### src/rtl/wb_sevenseg_pkg.sv
// Register map, CTRL field positions, reset constants and the hex segment
// table shared by the seven-segment display controller and its decoder.
package wb_sevenseg_pkg;

    typedef enum logic [1:0] {
        ADR_DATA   = 2'd0,
        ADR_CTRL   = 2'd1,
        ADR_PERIOD = 2'd2,
        ADR_STATUS = 2'd3
    } reg_adr_e;

    localparam int CTRL_EN_BIT      = 0;
    localparam int CTRL_BLANK_LSB   = 8;
    localparam int CTRL_DP_LSB      = 16;
    localparam int CTRL_BRIGHT_LSB  = 24;
    localparam int STATUS_FRAME_LSB = 16;

    localparam logic [31:0] DATA_RESET = 32'h0000_0000;
    localparam logic [6:0]  SEG_OFF    = 7'h7F;

    // Active-low segment patterns, bit order gfedcba, indexed by nibble value.
    localparam logic [6:0] SEG_TABLE [16] = '{
        7'h40, 7'h79, 7'h24, 7'h30, 7'h19, 7'h12, 7'h02, 7'h78,
        7'h00, 7'h18, 7'h08, 7'h03, 7'h46, 7'h21, 7'h06, 7'h0E
    };

    function automatic logic [31:0] byte_merge(
        input logic [31:0] old_v,
        input logic [31:0] new_v,
        input logic [3:0]  sel
    );
        logic [31:0] res;
        for (int b = 0; b < 4; b++) begin
            res[8*b +: 8] = sel[b] ? new_v[8*b +: 8] : old_v[8*b +: 8];
        end
        return res;
    endfunction

endpackage

### src/rtl/sevenseg_decode.sv
// Combinational hex nibble to active-low seven-segment pattern (gfedcba).
module sevenseg_decode
    import wb_sevenseg_pkg::*;
(
    input  logic [3:0] nibble_i,
    output logic [6:0] seg_o
);

    assign seg_o = SEG_TABLE[nibble_i];

endmodule

### src/rtl/wb_sevenseg_mux.sv
// Wishbone-slave scanner for a multiplexed common-anode hex display with
// run-time refresh period, per-digit blank/dp masks and PWM brightness.
module wb_sevenseg_mux
    import wb_sevenseg_pkg::*;
#(
    parameter int          NUM_DIGITS = 8,
    parameter logic [31:0] CNT_RESET  = 32'h0001_86A0,
    parameter int          PWM_BITS   = 4
) (
    input  logic                  i_wb_clk,
    input  logic                  i_wb_rst,
    input  logic [1:0]            i_wb_adr,
    input  logic [31:0]           i_wb_dat,
    input  logic [3:0]            i_wb_sel,
    input  logic                  i_wb_we,
    input  logic                  i_wb_cyc,
    input  logic                  i_wb_stb,
    output logic [31:0]           o_wb_rdt,
    output logic                  o_wb_ack,
    output logic [6:0]            o_ca,
    output logic                  o_dp,
    output logic [NUM_DIGITS-1:0] o_an
);

    localparam logic [2:0]  LAST_IDX    = 3'(NUM_DIGITS - 1);
    localparam logic [7:0]  DIGIT_MASK  = 8'((1 << NUM_DIGITS) - 1);
    localparam logic [31:0] BRIGHT_FULL = 32'((1 << PWM_BITS) - 1) << CTRL_BRIGHT_LSB;
    localparam logic [31:0] CTRL_MASK   = (32'd1 << CTRL_EN_BIT)
                                        | (32'(DIGIT_MASK) << CTRL_BLANK_LSB)
                                        | (32'(DIGIT_MASK) << CTRL_DP_LSB)
                                        | BRIGHT_FULL;
    localparam logic [31:0] CTRL_RESET  = (32'd1 << CTRL_EN_BIT) | BRIGHT_FULL;

    logic [31:0]           data_q, data_d;
    logic [31:0]           ctrl_q, ctrl_d;
    logic [31:0]           period_q, period_d;
    logic [31:0]           cnt_q, cnt_d;
    logic [2:0]            idx_q, idx_d;
    logic [15:0]           frame_q, frame_d;
    logic [PWM_BITS-1:0]   pwm_q, pwm_d;
    logic                  ack_q, ack_d;
    logic [31:0]           rdt_q, rdt_d;
    logic [NUM_DIGITS-1:0] an_q, an_d;
    logic [6:0]            ca_q, ca_d;
    logic                  dp_q, dp_d;

    reg_adr_e              adr;
    logic                  req;
    logic [31:0]           status_rd;
    logic [31:0]           rd_mux;
    logic                  en;
    logic [7:0]            blank;
    logic [7:0]            dpm;
    logic [PWM_BITS-1:0]   bright;
    logic                  lit;
    logic [3:0]            nibble;
    logic [6:0]            seg;
    logic [7:0]            an_onehot;

    assign adr = reg_adr_e'(i_wb_adr);
    // A strobe held across the ack cycle is not a new request.
    assign req = i_wb_cyc & i_wb_stb & ~ack_q;

    assign status_rd = {frame_q, 13'd0, idx_q};

    always_comb begin
        unique case (adr)
            ADR_DATA:   rd_mux = data_q;
            ADR_CTRL:   rd_mux = ctrl_q;
            ADR_PERIOD: rd_mux = period_q;
            ADR_STATUS: rd_mux = status_rd;
        endcase
    end

    always_comb begin
        // NOTE: every output of a combinational block gets a default first so no path can infer a latch.
        data_d   = data_q;
        ctrl_d   = ctrl_q;
        period_d = period_q;
        if (req && i_wb_we) begin
            unique case (adr)
                ADR_DATA:   data_d   = byte_merge(data_q, i_wb_dat, i_wb_sel);
                ADR_CTRL:   ctrl_d   = byte_merge(ctrl_q, i_wb_dat, i_wb_sel) & CTRL_MASK;
                ADR_PERIOD: period_d = byte_merge(period_q, i_wb_dat, i_wb_sel);
                ADR_STATUS: ;
            endcase
        end
    end

    assign ack_d = req;
    assign rdt_d = req ? rd_mux : rdt_q;

    always_comb begin
        cnt_d   = cnt_q - 32'd1;
        idx_d   = idx_q;
        frame_d = frame_q;
        if (cnt_q == 32'd0) begin
            cnt_d = period_q;
            if (idx_q == LAST_IDX) begin
                idx_d   = 3'd0;
                frame_d = frame_q + 16'd1;
            end else begin
                idx_d = idx_q + 3'd1;
            end
        end
    end

    assign pwm_d = pwm_q + 1'b1;

    assign en     = ctrl_q[CTRL_EN_BIT];
    assign blank  = ctrl_q[CTRL_BLANK_LSB +: 8];
    assign dpm    = ctrl_q[CTRL_DP_LSB +: 8];
    assign bright = ctrl_q[CTRL_BRIGHT_LSB +: PWM_BITS];

    assign lit       = en & ~blank[idx_q] & ((&bright) | (pwm_q < bright));
    assign nibble    = data_q[{idx_q, 2'b00} +: 4];
    assign an_onehot = ~(8'd1 << idx_q);

    sevenseg_decode u_decode (
        .nibble_i (nibble),
        .seg_o    (seg)
    );

    // Anode and cathodes come from one register stage so they switch together.
    always_comb begin
        an_d = '1;
        ca_d = SEG_OFF;
        dp_d = 1'b1;
        if (lit) begin
            an_d = an_onehot[NUM_DIGITS-1:0];
            ca_d = seg;
            dp_d = ~dpm[idx_q];
        end
    end

    always_ff @(posedge i_wb_clk or posedge i_wb_rst) begin
        if (i_wb_rst) begin
            data_q   <= DATA_RESET;
            ctrl_q   <= CTRL_RESET;
            period_q <= CNT_RESET;
            cnt_q    <= CNT_RESET;
            idx_q    <= 3'd0;
            frame_q  <= 16'd0;
            pwm_q    <= '0;
            ack_q    <= 1'b0;
            rdt_q    <= 32'd0;
            an_q     <= '1;
            ca_q     <= SEG_OFF;
            dp_q     <= 1'b1;
        end else begin
            // NOTE: non-blocking assignments make every flop sample pre-edge values, independent of statement order.
            data_q   <= data_d;
            ctrl_q   <= ctrl_d;
            period_q <= period_d;
            cnt_q    <= cnt_d;
            idx_q    <= idx_d;
            frame_q  <= frame_d;
            pwm_q    <= pwm_d;
            ack_q    <= ack_d;
            rdt_q    <= rdt_d;
            an_q     <= an_d;
            ca_q     <= ca_d;
            dp_q     <= dp_d;
        end
    end

    assign o_wb_ack = ack_q;
    assign o_wb_rdt = rdt_q;
    assign o_an     = an_q;
    assign o_ca     = ca_q;
    assign o_dp     = dp_q;

endmodule
### config.mk
export PLATFORM = sky130hd
export DESIGN_NAME = wb_sevenseg_mux
export DESIGN_NICKNAME = d
export VERILOG_FILES = /design/src/rtl/wb_sevenseg_pkg.sv /design/src/rtl/sevenseg_decode.sv /design/src/rtl/wb_sevenseg_mux.sv
export SDC_FILE = /design/constraint.sdc
export NUM_CORES = 1
export LEC_CHECK = 0
export ABC_AREA = 1
export CAP_MARGIN = 5
export CORE_MARGIN = 5
export CORE_UTILIZATION = 42
export DETAILED_ROUTE_END_ITERATION = 10
export SYNTH_ARGS = -nofsm -noshare
export SYNTH_HDL_FRONTEND = slang
export SYNTH_HIERARCHICAL = 1
export SYNTH_SLANG_ARGS = --single-unit
export TNS_END_PERCENT = 50
### constraint.sdc
create_clock -name i_wb_clk -period 9.3 [get_ports i_wb_clk]
set_clock_uncertainty 0.1 [all_clocks]
set_input_delay 2.79 -clock i_wb_clk [delete_from_list [all_inputs] [get_ports i_wb_clk]]
set_output_delay 2.79 -clock i_wb_clk [all_outputs]
set_load 0.02 [all_outputs]
==> results_tabular.tex, run 1 <==
\begin{tabular}{lr}
\hline
Metric & Value \\
\hline
\multicolumn{2}{l}{\textbf{Worst setup path}} \\
Critical path endpoint category & flip-flop \\
RR Endpoint & o\_ca[3] \\
Register-to-Register Path Depth & 12 \\
Critical path peak fanout & 45 \\
Maximum cell stage delay along the critical path & between 0.7 and 0.8 ns \\
R2R Path Start & idx\_q[0] \\
Crit Path Class & in -> reg \\
Setup slack on the worst flop-to-flop path & slightly above 6 ns \\
Worst-path cell chain & clkdlybuf4s50\_1 > inv\_1 > nor2\_1 > nand2\_2 > nor2\_4 > nand3\_2 > o21ai\_0 \\
Critical path data arrival time & about 5.3 ns \\
Critical Path Slowest Stage Cell & sky130\_fd\_sc\_hd\_\_nor2\_4 \\
Worst path required time & approximately 9.6 ns \\
Startpoint type of the worst setup path & input pin \\
\multicolumn{2}{l}{\textbf{Yosys}} \\
Number of synthesized flops with an enable pin & 0 \\
Number of synthesized register bits & approximately 190 \\
Average footprint of a synthesized cell & around 8 sq um \\
Synthesized instance count & 1,264 \\
Most common flop cell mapped by yosys & sky130\_fd\_sc\_hd\_\_dfrtp\_1 \\
Area of the mapped netlist & 0.0101 sq mm \\
Number of nets in the synthesized netlist & 1,326 \\
Sequential area share after synthesis & $\sim$47\% \\
Proportion of synthesized flip-flops having asynchronous set or reset & 100\% \\
Synth Warn \# & 6 \\
Distinct cell type count after synthesis & 39 \\
\multicolumn{2}{l}{\textbf{Finish}} \\
Antenna Diode Count & 0 \\
Commonest cells after routing, fill and taps aside & sky130\_fd\_sc\_hd\_\_nand2\_1, sky130\_fd\_sc\_hd\_\_dfrtp\_1, sky130\_fd\_sc\_hd\_\_inv\_1 \\
Number of nets at the end of the flow & 1,395 \\
Most common cell after layout, fill and taps aside & sky130\_fd\_sc\_hd\_\_nand2\_1 \\
Layout overhead on the synthesized area & 16.4\% \\
Share of post-route cells with drive strength above 1 & a little under a tenth \\
\multicolumn{2}{l}{\textbf{Hold path}} \\
Worst hold endpoint & period\_q[10] \\
Hold/Removal Path Class & reg -> reg \\
WHS Path Cells & 2 \\
Origin of the worst min-delay path & period\_q[10] \\
\multicolumn{2}{l}{\textbf{GRT}} \\
Largest net degree at the start of global routing & 130 \\
Wire length of the first global-routing pass & 45,800 um \\
Antenna violations before repair & 0 \\
Remaining global-route overflow & 0 \\
Via count of the first global-routing pass & approximately 8,200 \\
Global routing usage summed across all routing layers & between 20 and 25\% \\
\multicolumn{2}{l}{\textbf{Timing}} \\
Total negative setup slack & 0 ns \\
Worst-Margin Slew & 1.24 ns \\
Unrepaired setup endpoints after global routing & no \\
Hold Vio Cnt, Final & 0 \\
Max Clock Freq & about 200 MHz \\
Worst hold slack across all endpoints & 0.380 ns \\
Final min period & $\sim$5.0 ns \\
Number of max-slew violations in the final report & 0 \\
Worst relative slew slack & roughly 17\% \\
Number of setup violations in the final report & 0 \\
Period Utilization, post-route & 54.2\% \\
\multicolumn{2}{l}{\textbf{Drt}} \\
Initial DRC Count & roughly 640 \\
DRC violation count after routing & 0 \\
Overall via count from detail\_route & 8,575 \\
First-pass iteration count of the detailed router & 7 \\
Routed length per placed instance & around 17 um \\
Antenna Violating Nets Remaining & 0 \\
Number of vias per cell & 5.15 \\
Post-Route WL & $\sim$28,000 um \\
\multicolumn{2}{l}{\textbf{Run status}} \\
Outcome & completed \\
\multicolumn{2}{l}{\textbf{CTS}} \\
Hold buffer count at CTS & 0 \\
Clock buffer count from CTS & 17 \\
Clk root buf & sky130\_fd\_sc\_hd\_\_clkbuf\_16 \\
Number of H-tree levels & 4 \\
Worst skew pair latency & approximately 0.44 ns \\
Quantity of gates resized following cts & 0 \\
Number of setup buffers added after CTS & 0 \\
Clock sink total & between 150 and 200 \\
Clock tree from TritonCTS & built \\
Clock-pin slew reported for the worst setup and hold paths after clock tree synthesis & 0.08 ns \\
Maximum buffer depth of the clock tree & 2 \\
\multicolumn{2}{l}{\textbf{Die}} \\
Core ar. & 0.0235 sq mm \\
Die Area & between 0.02 and 0.03 sq mm \\
I/O Pins & between 90 and 100 \\
Standard-cell rows & 56 \\
Die extent in y & 165 um \\
Starting utilization of the core area & between 40 and 50\% \\
Width of the die & around 160 um \\
\multicolumn{2}{l}{\textbf{Power and ir drop}} \\
Static leakage & 5.31 nW \\
Power Dens Cells & 219 mW/mm\^{}2 \\
Max IR drop VDD & around 0.11 mV \\
\multicolumn{2}{l}{\textbf{Placed design}} \\
Gpl congestion & 0.906 \\
Number of input and output port buffers inserted & 91 \\
Placed wire-length estimate after detailed placement & between 20,000 and 25,000 um \\
\multicolumn{2}{l}{\textbf{Run}} \\
Number of max-capacitance violations reported & 0 \\
\hline
\end{tabular}
==> worst max-delay path, delay by kind of cell <==
family	cells	cell delay, ns
AND/OR/NAND/NOR	4	1.71
buffers and inverters	2	0.50
AO/OA/AOI/OAI	1	0.28
==> sequential cells by signal, indices dropped and copies added, names as in the netlist <==
signal    count
ctrl_q       21
o_wb_rdt     32
idx_q         3
pwm_q         4
o_wb_ack      1
frame_q      16
o_dp          1
data_q       32
period_q     32
cnt_q        32
o_ca          7
o_an          8
==> through the flow <==
step                      util [%]  area [sq um]  power, mW  setup WS, ns  instances
after global placement        47.1         11100       1.79          3.84       1633
after floorplan                  -         10100       1.56          1.32       1264
after detailed placement      47.1         11100       1.79          3.76       1633
after global routing          49.8         11700       2.72          3.99       1665
after CTS                     49.8         11700       2.58          4.23       1665
final                         49.8         11700       2.56          4.26       1665
==> cells in the mapped netlist (9+ instances only) <==
cell / instances / area share (%)
sky130_fd_sc_hd__nand2_1: 385 / 14
sky130_fd_sc_hd__dfrtp_1: 156 / 39
sky130_fd_sc_hd__inv_1: 115 / 4.3
sky130_fd_sc_hd__nor2_1: 106 / 4.0
sky130_fd_sc_hd__o21ai_0: 87 / 4.3
sky130_fd_sc_hd__o21ai_1: 75 / 3.7
sky130_fd_sc_hd__nand3_1: 63 / 3.1
sky130_fd_sc_hd__a21oi_1: 36 / 1.8
sky130_fd_sc_hd__dfstp_2: 33 / 8.6
sky130_fd_sc_hd__ha_1: 19 / 2.4
sky130_fd_sc_hd__nand3b_1: 15 / 1.1
sky130_fd_sc_hd__xor2_1: 15 / 1.3
sky130_fd_sc_hd__buf_6: 14 / 1.6
sky130_fd_sc_hd__o21ai_2: 14 / 1.2
sky130_fd_sc_hd__clkbuf_1: 13 / 0.48
sky130_fd_sc_hd__buf_2: 11 / 0.55
sky130_fd_sc_hd__a31oi_1: 9 / 0.56
sky130_fd_sc_hd__nor2_2: 9 / 0.56
sky130_fd_sc_hd__o211ai_1: 9 / 0.67
==> cell families after synthesis <==
family	synth area share [%]
buffers and inverters	8.02
xor gates and xnor gates	1.91
DFF	47.4
and+or+nand+nor	27.0
adders and majority gates	2.36
AOI/OAI and AO/OA	13.3
==> routing by layer <==
metal | global-route usage, % | up-vias | wire (um)
met5 | 0 | - | 0
met4 | 6.50 | 0 | 541
met3 | 3.04 | 38 | 1470
met2 | 33.4 | 257 | 12700
met1 | 32.3 | 4052 | 13800
li1 | - | 4228 | -
==> worst max path at each step <==
stage               startpoint        end  slack [ns]
detailed placement    i_wb_stb  data_q[8]        3.76
floorplan             i_wb_rst   cnt_q[0]        1.32
global route          i_wb_stb  data_q[6]        3.99
CTS                   i_wb_stb  data_q[8]        4.23
global placement      i_wb_stb  data_q[2]        3.84
finish                i_wb_stb  data_q[8]        4.26
==> power by group <==
part	internal [mW]	leakage [nW]	switching (mW)
Combinational	0.251	2.61	0.418
Clock	0.412	0.302	0.366
Sequential	0.984	2.39	0.131
Total	1.65	5.31	0.915
==> layout make-up <==
cell class                      instances  area, sq um
Clock buffer                           17          425
Sequential cell                       189         4770
Timing Repair Buffer                   96          948
Clock inverter                         15          200
Fill cell                            2316        11800
Multi-Input combinational cell        904         4490
Inverter                              125          484
Tap cell                              319          399
Note: power is estimated with default switching activity, not from simulation.
==> run 2, diff against run 1 <==
==> constraint.sdc (replaced) <==
create_clock -name i_wb_clk -period 4.2 [get_ports i_wb_clk]
set_clock_uncertainty 0.1 [all_clocks]
set_input_delay 1.26 -clock i_wb_clk [delete_from_list [all_inputs] [get_ports i_wb_clk]]
set_output_delay 1.26 -clock i_wb_clk [all_outputs]
set_load 0.02 [all_outputs]
==> run 2 against run 1 <==
Net effect:
- core utilization up 0.30 points
- worst setup slack lost 3.2 ns
- cell count up 0.42%
- power rose by 120%
- register-to-register slack worse by 5.1 ns
- sequential power rose by 120%
- worst hold slack lost 0.013 ns
- first-iteration DRC count is 7.1% higher
- via count rose by 0.80%
- routed wire length increased by 0.18%
- critical path type is now reg -> reg
- critical endpoint is now o_ca[3]
==> results_tabular.tex, run 2 (synthesis gave the netlist of run 1 again) <==
\begin{tabular}{lr}
\hline
Metric & Value \\
\hline
\multicolumn{2}{l}{\textbf{Timing}} \\
Number of setup violations in the final report & 0 (unchanged) \\
Number of max-slew violations in the final report & 0 (unchanged) \\
Total negative setup slack & 0 ns (unchanged) \\
Worst relative slew slack & 15.2\% (-1.5 points) \\
Hold Vio Cnt, Final & 0 (unchanged) \\
Worst-Margin Slew & 1.26 ns (+0.0229 ns) \\
Unrepaired setup endpoints after global routing & no \\
Period Utilization, post-route & between 70\% and 80\% \\
Worst hold slack across all endpoints & 0.367 ns (-0.0131 ns) \\
Final min period & 3.17 ns \\
Max Clock Freq & roughly 320 MHz \\
\multicolumn{2}{l}{\textbf{Finish}} \\
Share of post-route cells with drive strength above 1 & 10.1\% (+0.47 points) \\
Fraction of the core area covered by cells at the end of the flow & 50.1\% (+0.30 points) \\
Commonest cells after routing, fill and taps aside & sky130\_fd\_sc\_hd\_\_nand2\_1, sky130\_fd\_sc\_hd\_\_dfrtp\_1, sky130\_fd\_sc\_hd\_\_inv\_1 \\
Layout overhead on the synthesized area & 17.1\% \\
Antenna Diode Count & 0 (unchanged) \\
Number of nets at the end of the flow & 1,402 (+0.50\%) \\
Most common cell after layout, fill and taps aside & sky130\_fd\_sc\_hd\_\_nand2\_1 \\
\multicolumn{2}{l}{\textbf{Drt}} \\
DRC violation count after routing & 0 (unchanged) \\
Initial DRC Count & 690 (+7.1\%) \\
Antenna Violating Nets Remaining & 0 (unchanged) \\
Overall via count from detail\_route & 8,644 (+0.80\%) \\
First-pass iteration count of the detailed router & 5 (-2) \\
Routed length per placed instance & 17.1 um (-0.24\%) \\
Post-Route WL & 28,500 um (+0.18\%) \\
Number of vias per cell & 5.17 (+0.38\%) \\
\multicolumn{2}{l}{\textbf{CTS}} \\
Clock tree from TritonCTS & built \\
Quantity of gates resized following cts & 0 (unchanged) \\
Worst skew pair latency & 0.44 ns (about the same) \\
Hold buffer count at CTS & 0 (unchanged) \\
Clock sink total & 189 (unchanged) \\
Clk root buf & sky130\_fd\_sc\_hd\_\_clkbuf\_16 \\
Maximum buffer depth of the clock tree & 2 (unchanged) \\
Number of setup buffers added after CTS & 0 (unchanged) \\
Clock-pin slew reported for the worst setup and hold paths after clock tree synthesis & 0.08 ns (about the same) \\
Clock buffer count from CTS & 17 (unchanged) \\
Number of H-tree levels & 4 (unchanged) \\
\multicolumn{2}{l}{\textbf{Die}} \\
Starting utilization of the core area & 42.8\% (unchanged) \\
Core ar. & 0.0235 sq mm (unchanged) \\
Die extent in y & 165 um (unchanged) \\
Standard-cell rows & 56 (unchanged) \\
Die Area & 0.0272 sq mm (unchanged) \\
Width of the die & 165 um (unchanged) \\
I/O Pins & 92 (unchanged) \\
\multicolumn{2}{l}{\textbf{Placed design}} \\
Gpl congestion & 0.959 (+5.9\%) \\
Number of input and output port buffers inserted & 91 (unchanged) \\
Placed wire-length estimate after detailed placement & 21,300 um (+2.7\%) \\
\multicolumn{2}{l}{\textbf{Hold path}} \\
WHS Path Cells & 1 (-1) \\
Origin of the worst min-delay path & pwm\_q[0] \\
Hold/Removal Path Class & reg -> reg \\
\multicolumn{2}{l}{\textbf{Run status}} \\
Outcome & completed \\
\multicolumn{2}{l}{\textbf{GRT}} \\
Global routing usage summed across all routing layers & 21.9\% (+0.035 points) \\
Wire length of the first global-routing pass & 46,100 um (+0.77\%) \\
Largest net degree at the start of global routing & 53 (-59\%) \\
Remaining global-route overflow & 0 (unchanged) \\
Antenna violations before repair & 0 (unchanged) \\
Via count of the first global-routing pass & 8,388 (+2.6\%) \\
\multicolumn{2}{l}{\textbf{Power and ir drop}} \\
Static leakage & 5.34 nW (+0.65\%) \\
Max IR drop VDD & 0.259 mV (+140\%) \\
Power Dens Cells & 478 mW/mm\^{}2 (+120\%) \\
\multicolumn{2}{l}{\textbf{Worst setup path}} \\
Critical path peak fanout & 12 (-73\%) \\
Setup slack on the worst flop-to-flop path & 1.03 ns (-5.10 ns) \\
Critical path endpoint category & flip-flop \\
Launch point of the critical path & idx\_q[2] \\
Crit Path Class & reg -> reg \\
Startpoint type of the worst setup path & flip-flop \\
Register-to-Register Path Depth & 12 (unchanged) \\
Worst path required time & 4.42 ns (-5.13 ns) \\
R2R Path Start & idx\_q[2] \\
Critical path data arrival time & 3.40 ns (-1.89 ns) \\
\multicolumn{2}{l}{\textbf{Run}} \\
Number of max-capacitance violations reported & 0 (unchanged) \\
\hline
\end{tabular}
[run 2: changes by cell type in the layout (fill, tap and decap cells not counted), sizes merged]
| cell | before | now |
|---|---|---|
| bufinv | 2 | 1 |
| buf | 5 | 12 |
| clkinv | 6 | 3 |
| inv | 131 | 133 |
| clkinvlp | 1 | 3 |
[run 2: worst paths after layout]
kind | end
min in group asynchronous | ctrl_q[9]
max reg2reg | o_ca[3]
max | o_ca[3]
max in group asynchronous | o_ca[4]
min | pwm_q[0]
min reg2reg | pwm_q[0]
[run 2: worst max-delay path, stage by stage, from the launching register on]
cell	delay, ns
sky130_fd_sc_hd__dfrtp_1	0.70
sky130_fd_sc_hd__inv_1	0.40
sky130_fd_sc_hd__o21ai_0	0.21
sky130_fd_sc_hd__a21oi_1	0.12
sky130_fd_sc_hd__a31oi_1	0.55
sky130_fd_sc_hd__inv_1	0.21
sky130_fd_sc_hd__ha_1	0.38
sky130_fd_sc_hd__inv_1	0.05
sky130_fd_sc_hd__nand2_1	0.05
sky130_fd_sc_hd__nand2_1	0.05
sky130_fd_sc_hd__nand2_1	0.05
sky130_fd_sc_hd__nand2_1	0.04
sky130_fd_sc_hd__nand3b_1	0.15
[run 2: cell type report]
type	count	area, sq um
clock inverters	15	173
clock buffers	17	425
fillers	2376	11800
flip-flops and latches	189	4770
multi-input cells	904	4490
inverters	125	480
well taps	319	399
repair buffers	103	1050
[run 2: routing by layer]
metal / track usage (%) / routed length [um] / vias up / part of all wire [%]
met4: 6.62 / 642 / 0 / 2.3
met5: 0 / 0 / - / 0
li1: - / - / 4236 / -
met1: 32.2 / 13500 / 4126 / 48
met3: 2.87 / 1680 / 36 / 5.9
met2: 33.8 / 12700 / 246 / 44
[run 2: power by group]
part	total, mW	internal [mW]	switching, mW
registers	2.48	2.18	0.297
clock network	1.67	0.857	0.809
logic	1.50	0.565	0.932
total	5.64	3.60	2.04
[run 2: metrics by stage]
step                      instances  total power, mW  worst slack [ns]  area [sq um]
final                          1672             5.64              1.03         11800
after global routing           1672             5.96             0.881         11800
after CTS                      1672             5.66              1.09         11800
after detailed placement       1640             3.99             0.807         11200
after global placement         1640             3.97             0.859         11200
after floorplan                1264             3.45             0.432         10100
==> run 3, diff against run 2 <==
==> constraint.sdc (replaced) <==
create_clock -name i_wb_clk -period 2.65 [get_ports i_wb_clk]
set_clock_uncertainty 0.1 [all_clocks]
set_input_delay 0.795 -clock i_wb_clk [delete_from_list [all_inputs] [get_ports i_wb_clk]]
set_output_delay 0.795 -clock i_wb_clk [all_outputs]
set_load 0.02 [all_outputs]
==> run 3 against run 2 <==
Net effect:
- core utilization up 1.2 points
- die area stayed put
- first-iteration DRC count up 4.9%
- worst hold slack better by 0.0030 ns
- global-route usage increased by 1.1 points
- sequential power rose by 59%
- register-to-register slack worse by 0.93 ns
- clock-buffer cell count rose by 1
- combinational power up 63%
- critical path depth fell by 1
- clock power is 55% higher
- largest cell class unchanged
- highest routed layer unchanged
==> results_tabular.tex, run 3 (synthesis gave the netlist of run 1 again) <==
\begin{tabular}{lr}
\hline
Metric & Value \\
\hline
\multicolumn{2}{l}{\textbf{GRT}} \\
Antenna violations before repair & 0 (unchanged) \\
Largest net degree at the start of global routing & 42 (-21\%) \\
Remaining global-route overflow & 0 (unchanged) \\
Global routing usage summed across all routing layers & 23.0\% (+1.1 points) \\
Wire length of the first global-routing pass & 48,400 um (+5.0\%) \\
Via count of the first global-routing pass & 8,696 (+3.7\%) \\
\multicolumn{2}{l}{\textbf{Drt}} \\
First-pass iteration count of the detailed router & 5 (unchanged) \\
DRC violation count after routing & 0 (unchanged) \\
Initial DRC Count & 724 (+4.9\%) \\
Antenna Violating Nets Remaining & 0 (unchanged) \\
Number of vias per cell & 5.16 (-0.18\%) \\
Overall via count from detail\_route & 8,778 (+1.6\%) \\
Routed length per placed instance & 17.5 um (+2.6\%) \\
Post-Route WL & 29,800 um (+4.4\%) \\
\multicolumn{2}{l}{\textbf{Die}} \\
Standard-cell rows & 56 (unchanged) \\
Die Area & 0.0272 sq mm (unchanged) \\
Core ar. & 0.0235 sq mm (unchanged) \\
Starting utilization of the core area & 42.8\% (unchanged) \\
Width of the die & 165 um (unchanged) \\
Die extent in y & 165 um (unchanged) \\
I/O Pins & 92 (unchanged) \\
\multicolumn{2}{l}{\textbf{CTS}} \\
Number of H-tree levels & 4 (unchanged) \\
Worst skew pair latency & 0.44 ns (about the same) \\
Clock tree from TritonCTS & built \\
Maximum buffer depth of the clock tree & 2 (unchanged) \\
Clock sink total & 189 (unchanged) \\
Clk root buf & sky130\_fd\_sc\_hd\_\_clkbuf\_16 \\
Clock buffer count from CTS & 17 (unchanged) \\
Clock-pin slew reported for the worst setup and hold paths after clock tree synthesis & 0.08 ns (about the same) \\
Number of setup buffers added after CTS & 0 (unchanged) \\
\multicolumn{2}{l}{\textbf{Timing}} \\
Number of setup violations in the final report & 0 (unchanged) \\
Period Utilization, post-route & 96.5\% (+21 points) \\
Final worst-path setup slack & 0.0930 ns (-0.933 ns) \\
Worst hold slack across all endpoints & 0.370 ns (+0.00299 ns) \\
Worst-Margin Slew & 0.605 ns (-0.658 ns) \\
Max Clock Freq & 391 MHz (+24\%) \\
Total negative setup slack & 0 ns (unchanged) \\
Worst relative slew slack & 59.6\% (+44 points) \\
Hold Vio Cnt, Final & 0 (unchanged) \\
Final min period & 2.56 ns (-0.617 ns) \\
Number of max-slew violations in the final report & 0 (unchanged) \\
Unrepaired setup endpoints after global routing & no \\
\multicolumn{2}{l}{\textbf{Run}} \\
Number of max-capacitance violations reported & 0 (unchanged) \\
\multicolumn{2}{l}{\textbf{Finish}} \\
Layout overhead on the synthesized area & 19.9\% \\
Share of post-route cells with drive strength above 1 & 12.0\% (+2.0 points) \\
Most common cell after layout, fill and taps aside & sky130\_fd\_sc\_hd\_\_nand2\_1 \\
Fraction of the core area covered by cells at the end of the flow & 51.3\% (+1.2 points) \\
Number of nets at the end of the flow & 1,430 (+2.0\%) \\
Commonest cells after routing, fill and taps aside & sky130\_fd\_sc\_hd\_\_nand2\_1, sky130\_fd\_sc\_hd\_\_dfrtp\_1, sky130\_fd\_sc\_hd\_\_inv\_1 \\
\multicolumn{2}{l}{\textbf{Worst setup path}} \\
Worst path required time & 2.89 ns (-1.53 ns) \\
Critical Path Slowest Stage Cell & sky130\_fd\_sc\_hd\_\_dfrtp\_1 \\
Largest delay share family, worst path & compound AO/OA/AOI/OAI gates \\
Startpoint type of the worst setup path & flip-flop \\
Critical path peak fanout & 7 (-5) \\
Critical path data arrival time & 2.80 ns (-0.60 ns) \\
Setup slack on the worst flop-to-flop path & 0.09 ns (-0.93 ns) \\
Register-to-Register Path Depth & 11 (-1) \\
Most used cell along the critical path & sky130\_fd\_sc\_hd\_\_nand2\_1 \\
Depth of the critical timing path with buffers and inverters included & 11 (-1) \\
Critical path endpoint category & flip-flop \\
Crit Path Class & reg -> reg \\
Worst path buffer plus inverter count & 2 (-1) \\
R2R Path Start & idx\_q[1] \\
Maximum cell stage delay along the critical path & 0.50 ns (-0.20 ns) \\
RR Endpoint & o\_ca[3] \\
Worst-path cell chain & buf\_4 > a21oi\_1 > o21ai\_0 > a31oi\_1 > inv\_1 > ha\_1 > nand2\_1 > nand2\_1 > nand2\_1 > nand2\_1 > nand3b\_1 \\
\multicolumn{2}{l}{\textbf{Placed design}} \\
Worst setup timing slack at the placement stage & 0.0413 ns (-0.765 ns) \\
Gpl congestion & 0.951 (-0.81\%) \\
Placed wire-length estimate after detailed placement & 22,500 um (+5.8\%) \\
Number of input and output port buffers inserted & 91 (unchanged) \\
\multicolumn{2}{l}{\textbf{Hold path}} \\
Hold/Removal Path Class & reg -> reg \\
WHS Path Cells & 2 (+1) \\
Worst hold endpoint & cnt\_q[16] \\
Origin of the worst min-delay path & period\_q[16] \\
\multicolumn{2}{l}{\textbf{Power and ir drop}} \\
Static leakage & 5.50 nW (+3.0\%) \\
Max IR drop VDD & 0.467 mV (+80\%) \\
Power Dens Cells & 745 mW/mm\^{}2 (+56\%) \\
\multicolumn{2}{l}{\textbf{Run status}} \\
Outcome & completed \\
\hline
\end{tabular}
run 3: changes by cell type in the layout (fill, tap and decap cells not counted), sizes merged:
cell | before | now
buf | 12 | 40
bufinv | 1 | 0
clkbuf | 17 | 18
clkinvlp | 3 | 2
diode | 0 | 1
inv | 133 | 134
run 3: area by class of cell:
cell class                      count  area, sq um
Fill cell                        2339        11500
Sequential cell                   189         4770
Multi-Input combinational cell    904         4500
Timing Repair Buffer              131         1340
Inverter                          125          480
Clock buffer                       18          439
Tap cell                          319          399
Clock inverter                     14          138
Antenna cell                        1         2.50
run 3: where the power goes:
group          internal [mW]  total [mW]  switching, mW  leakage [nW]
Clock                   1.29        2.59           1.30         0.287
Sequential              3.45        3.95          0.493          2.39
Combinational          0.954        2.45           1.49          2.82
run 3: worst max path at each step:
| stage | startpoint | end |
|---|---|---|
| 2_1_floorplan | i_wb_rst | cnt_q[0] |
| 3_3_place_gp | i_wb_adr[1] | o_wb_rdt[8] |
| 3_5_place_dp | i_wb_adr[1] | data_q[1] |
| 4_1_cts | idx_q[0] | o_ca[3] |
| 5_1_grt | idx_q[0] | o_ca[3] |
| 6_report | idx_q[1] | o_ca[3] |
run 3: timing repair:
action                                  4_1_cts  5_1_grt
hold buffers                                  0        0
endpoints found under the setup margin        0        4
resized for setup                             0        2
run 3: metrics by stage:
step,power (mW),instances,area (sq um)
2_1_floorplan,5.46,1264,10100
3_3_place_gp,6.37,1668,11500
3_5_place_dp,6.41,1668,11500
4_1_cts,9.01,1700,12100
5_1_grt,9.53,1700,12100
6_report,8.99,1701,12100
run 3: worst register-to-register path, delay by kind of cell (launching register included):
family,cells,cell delay [ns]
AND/OR/NAND/NOR,5,0.37
buffers and inverters,2,0.40
flip-flops,1,0.50
adder cells (fa/ha/maj),1,0.37
AO/OA/AOI/OAI,3,0.73
run 3: routing by layer:
| layer | up-vias | track usage, % | wire [um] |
|---|---|---|---|
| li1 | 4291 | - | - |
| met2 | 277 | 35.0 | 13100 |
| met4 | 0 | 6.69 | 727 |
| met5 | - | 0 | 0 |
| met3 | 46 | 3.82 | 1730 |
| met1 | 4164 | 33.7 | 14200 |
